$ cat src/rtl/fsm_pkg.sv
// Shared encodings for the sequence detector and its event counter.
// Detector codes must match the upstream detector's state_out.
package fsm_pkg;

  typedef enum logic [1:0] {
    S_IDLE = 2'b00,
    S_ONE  = 2'b01,
    S_DET  = 2'b10
  } det_state_t;

  typedef enum logic {
    R_IDLE = 1'b0,
    R_PEND = 1'b1
  } rpt_state_t;

  // 2'b11 is illegal upstream and is treated as not-detect.
  function automatic logic is_detect(input logic [1:0] s);
    return s == S_DET;
  endfunction

endpackage

$ cat src/rtl/seq_edge_det.sv
// Rising-edge detector on the detector's S_DET state: one hit per entry into S_DET.
module seq_edge_det
  import fsm_pkg::*;
(
  input  logic       clk,
  input  logic       reset,
  input  logic [1:0] state_in,
  output logic       hit
);

  logic [1:0] prev_state_reg;

  always_ff @(posedge clk or negedge reset) begin
    if (!reset) begin
      prev_state_reg <= S_IDLE;
    end else begin
      prev_state_reg <= state_in;
    end
  end

  assign hit = is_detect(state_in) && !is_detect(prev_state_reg);

endmodule

$ cat src/rtl/seq_event_counter.sv
// Counts detector hits and offers the running total every THRESH hits over valid/ready.
// Define SEQ_CNT_WRAP_EN to let total wrap instead of saturating.
module seq_event_counter
  import fsm_pkg::*;
#(
  parameter int CNT_W  = 8,
  parameter int THRESH = 4
)
(
  input  logic             clk,
  input  logic             reset,
  input  logic [1:0]       state_in,
  input  logic             clear,
  output logic             hit_pulse,
  output logic [CNT_W-1:0] total,
  output logic [CNT_W-1:0] win_cnt,
  output logic             rpt_valid,
  input  logic             rpt_ready,
  output logic [CNT_W-1:0] rpt_data,
  output logic             rpt_drop
);

  localparam logic [CNT_W-1:0] WIN_LAST  = CNT_W'(THRESH - 1);
  localparam logic [CNT_W-1:0] TOTAL_MAX = '1;

  logic             hit;
  logic             win_done;
  logic [CNT_W-1:0] total_inc;

  logic             hit_pulse_reg, hit_pulse_next;
  logic [CNT_W-1:0] total_reg, total_next;
  logic [CNT_W-1:0] win_reg, win_next;
  logic             rpt_valid_reg, rpt_valid_next;
  logic [CNT_W-1:0] rpt_data_reg, rpt_data_next;
  logic             rpt_drop_reg, rpt_drop_next;
  rpt_state_t       rstate_reg, rstate_next;

  seq_edge_det u_edge_det (
    .clk      (clk),
    .reset    (reset),
    .state_in (state_in),
    .hit      (hit)
  );

`ifdef SEQ_CNT_WRAP_EN
  assign total_inc = total_reg + CNT_W'(1);
`else
  assign total_inc = (total_reg == TOTAL_MAX) ? total_reg : total_reg + CNT_W'(1);
`endif

  assign win_done = hit && (win_reg == WIN_LAST);

  always_ff @(posedge clk or negedge reset) begin
    if (!reset) begin
      hit_pulse_reg <= 1'b0;
      total_reg     <= '0;
      win_reg       <= '0;
      rpt_valid_reg <= 1'b0;
      rpt_data_reg  <= '0;
      rpt_drop_reg  <= 1'b0;
      rstate_reg    <= R_IDLE;
    end else begin
      hit_pulse_reg <= hit_pulse_next;
      total_reg     <= total_next;
      win_reg       <= win_next;
      rpt_valid_reg <= rpt_valid_next;
      rpt_data_reg  <= rpt_data_next;
      rpt_drop_reg  <= rpt_drop_next;
      rstate_reg    <= rstate_next;
    end
  end

  always_comb begin
    hit_pulse_next = 1'b0;
    total_next     = total_reg;
    win_next       = win_reg;
    rpt_valid_next = rpt_valid_reg;
    rpt_data_next  = rpt_data_reg;
    rpt_drop_next  = rpt_drop_reg;
    rstate_next    = rstate_reg;

    if (clear) begin
      // Clear wins over a coincident hit; that hit is lost, not deferred.
      total_next     = '0;
      win_next       = '0;
      rpt_valid_next = 1'b0;
      rpt_data_next  = '0;
      rpt_drop_next  = 1'b0;
      rstate_next    = R_IDLE;
    end else begin
      hit_pulse_next = hit;
      if (hit) begin
        total_next = total_inc;
        win_next   = win_done ? '0 : win_reg + CNT_W'(1);
      end

      case (rstate_reg)
        R_IDLE: begin
          if (win_done) begin
            rpt_data_next  = total_inc;
            rpt_valid_next = 1'b1;
            rstate_next    = R_PEND;
          end
        end
        R_PEND: begin
          if (win_done) begin
            // A handshake on the completing edge frees the slot for the new report.
            if (rpt_ready) begin
              rpt_data_next = total_inc;
            end else begin
              rpt_drop_next = 1'b1;
            end
          end else if (rpt_ready) begin
            rpt_valid_next = 1'b0;
            rstate_next    = R_IDLE;
          end
        end
        default: rstate_next = R_IDLE;
      endcase
    end
  end

  assign hit_pulse = hit_pulse_reg;
  assign total     = total_reg;
  assign win_cnt   = win_reg;
  assign rpt_valid = rpt_valid_reg;
  assign rpt_data  = rpt_data_reg;
  assign rpt_drop  = rpt_drop_reg;

endmodule

$ cat config.mk
export PLATFORM = sky130hd
export DESIGN_NAME = seq_event_counter
export DESIGN_NICKNAME = d
export VERILOG_FILES = /design/src/rtl/fsm_pkg.sv /design/src/rtl/seq_edge_det.sv /design/src/rtl/seq_event_counter.sv
export SDC_FILE = /design/constraint.sdc
export NUM_CORES = 1
export LEC_CHECK = 0
export ABC_AREA = 0
export CAP_MARGIN = 20
export CELL_PAD_IN_SITES_DETAIL_PLACEMENT = 1
export CELL_PAD_IN_SITES_GLOBAL_PLACEMENT = 2
export CORE_UTILIZATION = 28
export DETAILED_ROUTE_END_ITERATION = 8
export PLACE_DENSITY_LB_ADDON = 0.12
export SYNTH_ARGS = -nofsm -noshare
export SYNTH_HDL_FRONTEND = slang
export SYNTH_SLANG_ARGS = --single-unit
export TNS_END_PERCENT = 1
$ cat constraint.sdc
create_clock -name clk -period 1.6 [get_ports clk]
set_input_delay 0.16 -clock clk [delete_from_list [all_inputs] [get_ports clk]]
set_output_delay 0.16 -clock clk [all_outputs]
set_load 0.02 [all_outputs]
==> results.yml <==
status:
  run_status: "finished with violations"
  violations: "negative setup slack"
clocking:
  clock_path_buffers: 2
  post_cts_buffers: 0
  cts_sinks: 30
  cts_max_level: 2
  cts_tree: "built"
  path_clk_slew_ns: 0.07
  root_buffer: "clkbuf_8"
  clock_latency_ns: 0.28
  cts_buffers: 5
timing:
  setup_ws_ns: -0.02464
  rsz0062_at_grt: "yes"
  setup_tns_ns: -0.07489
  post-route-period-util_pct: 101.5
  finalHoldViolations: 0
  clock_skew_ns: 0.005121
  worst_pin_slew_ns: 0.4043
  slew-limit-headroom_pct: 73.04
  max_clock_freq_mhz: 615.5
  slew_violations: 0
  fin_crit_ns: 1.625
  setup_violations: 5
worst_setup_path:
  crit_type: "reg2reg"
  cp-end-kind: "register"
  crit_path_start_kind: "register"
  reg2reg_to: "rpt_data[1]"
  rrSetupSlack_ns: -0.02
  cp_max_fo: 3
  rr_worst_depth: 6
  startpoint: "win_cnt[1]"
  crit_required_ns: 1.82
  rr_startpoint: "win_cnt[1]"
  cp-endpoint: "rpt_data[1]"
  cp.arrival_ns: 1.84
pwr:
  power.leakage_nw: 1.088
  ir_worst_vdd_mv: 0.2685
  powerDensity_nw_per_um2: 628.0
floorplanning:
  die_y_um: 77.39
  top_level_ports: 33
  die_w_um: 77.39
  num_rows: 27
  initial_core_util_pct: 28.90
  die-area_um2: 5989
  coreArea_um2: 5507
global_routing:
  grt_pass1_wl_um: 7893
  grt_start_max_net_pins: 31
  grt_overflow: 0
  track_usage_pct: 17.13
  first_global_vias: 1616
  antenna_found_initial: 0
logic_synthesis:
  syn_inst: 158
  synthesis.nets: 166
  synthTopCellsByArea: "dfrtp_1 (47%), a21oi_1 (5.0%), mux2_2 (3.5%)"
  yosysUniqueCellTypes: 42
  synthArstFlopShare_pct: 100.0
  synth_edf_count: 0
  synth_flop_cell: "dfrtp_1"
  yosysSeqAreaShare_pct: 47.17
  synth_top_area_cell: "dfrtp_1"
  yosys_register_bits: 30
  synth_area_um2: 1592
  synth_top_area_share_pct: 47.17
  yosysWarnings: 0
  synth_area_per_cell_um2: 10.07
final_layout:
  diodes: 0
  fin_nets: 235
  post-route-util_pct: 44.33
  finalInstanceArea_um2: 2441
  area_delta_synth_final_pct: 53.38
  layout_commonest_cell: "buf_4"
  final_cell_mix: "buf_4 (36), dfrtp_1 (24), clkdlybuf4s50_1 (23), a21oi_1 (15), nand2_1 (10)"
  fill_cells: 618
  final_layout_size_suffix_gt1_share_pct: 32.46
routing:
  ant_nets: 0
  wl_per_cell_um: 15.47
  dr.pass1.iters: 4
  drtIter0Drc: 36
  wirelength_um: 4641
  dr_total_vias: 1532
  viasPerCell: 5.107
  drc: 0
place:
  dpl_cell_area_um2: 2308
  dp_worst_setup_slack_ns: -0.2198
  dpl.hpwl_um: 3585
  port_buffers: 32
  gp_congestion: 0.7814
job:
  drv_cap: 0
worst_hold_path:
  hold_class: "in2async"
[cells by family after synthesis]
logic type	synth area share (%)
AND/OR/NAND/NOR	26.10
AO/OA/AOI/OAI	17.22
flip-flops	47.17
buffers and inverters	3.144
multiplexers	4.795
adder cells (fa/ha/maj)	1.572
[power breakdown]
part	internal [mW]	switching, mW
Sequential	0.770	0.00980
Clock	0.309	0.287
Combinational	0.0739	0.0827
[worst min path at each step]
stage / from / to / slack, ns / cells after the start
3_3_place_gp: rpt_data[4] / rpt_data[4] / 0.48 / 1
2_1_floorplan: reset / hit_pulse / -0.14 / 0
6_report: reset / rpt_drop / 0.28 / 2
3_5_place_dp: rpt_data[7] / rpt_data[7] / 0.48 / 1
4_1_cts: reset / rpt_drop / 0.30 / 2
5_1_grt: reset / total[5] / 0.34 / 2
[synth_stat cells, drive strengths merged (3+ instances only)]
| library cell | instances |
|---|---|
| a21oi | 17 |
| a22o | 4 |
| a32o | 3 |
| and4 | 3 |
| buf | 6 |
| dfrtp | 30 |
| inv | 3 |
| mux2 | 5 |
| nand2 | 10 |
| nand2b | 4 |
| nand3 | 7 |
| nand4 | 4 |
| nor2 | 8 |
| nor2b | 4 |
| nor3 | 7 |
| o21ai | 6 |
| o31ai | 3 |
| or3 | 7 |
[cell type report]
| type | instances | area [µm²] | area share [%] |
|---|---|---|---|
| repair buffers | 70 | 629.4 | 25.78 |
| inverters | 3 | 11.26 | 0.4613 |
| flip-flops and latches | 30 | 758.2 | 31.06 |
| clock buffers | 8 | 80.08 | 3.280 |
| well taps | 72 | 90.09 | 3.690 |
| multi-input cells | 117 | 872.1 | 35.73 |
[layer usage]
metal  up-vias  global-route usage (%)  routed length (µm)
li1        733                       -                   -
met1       762                   19.70                1961
met2        32                   31.15                2439
met3         5                   3.765                 181
met4         0                   5.660                  57
met5         -                       0                   0
[metrics by stage]
stage          total power [mW]  std cells  hold slack [ns]
3_3_place_gp             0.9475        292           0.4784
4_1_cts                   1.557        300           0.2981
2_1_floorplan            0.8538        158          -0.1356
3_5_place_dp             0.9523        292           0.4837
6_report                  1.533        300           0.2766
5_1_grt                   1.608        300           0.3439
[worst max-delay path, stage by stage (launching register included)]
cell and delay (ns):
dfrtp_2 0.39, ha_4 0.14, nor4b_4 0.23, nand4_1 0.27, nor3_4 0.23, buf_4 0.16, a22o_1 0.13
[repair_timing]
action	CTS	global route
pin swaps	8	1
setup endpoints to repair	17	25
hold buffers	0	0
resized for setup	10	10
(Power assumes the default switching activity.)
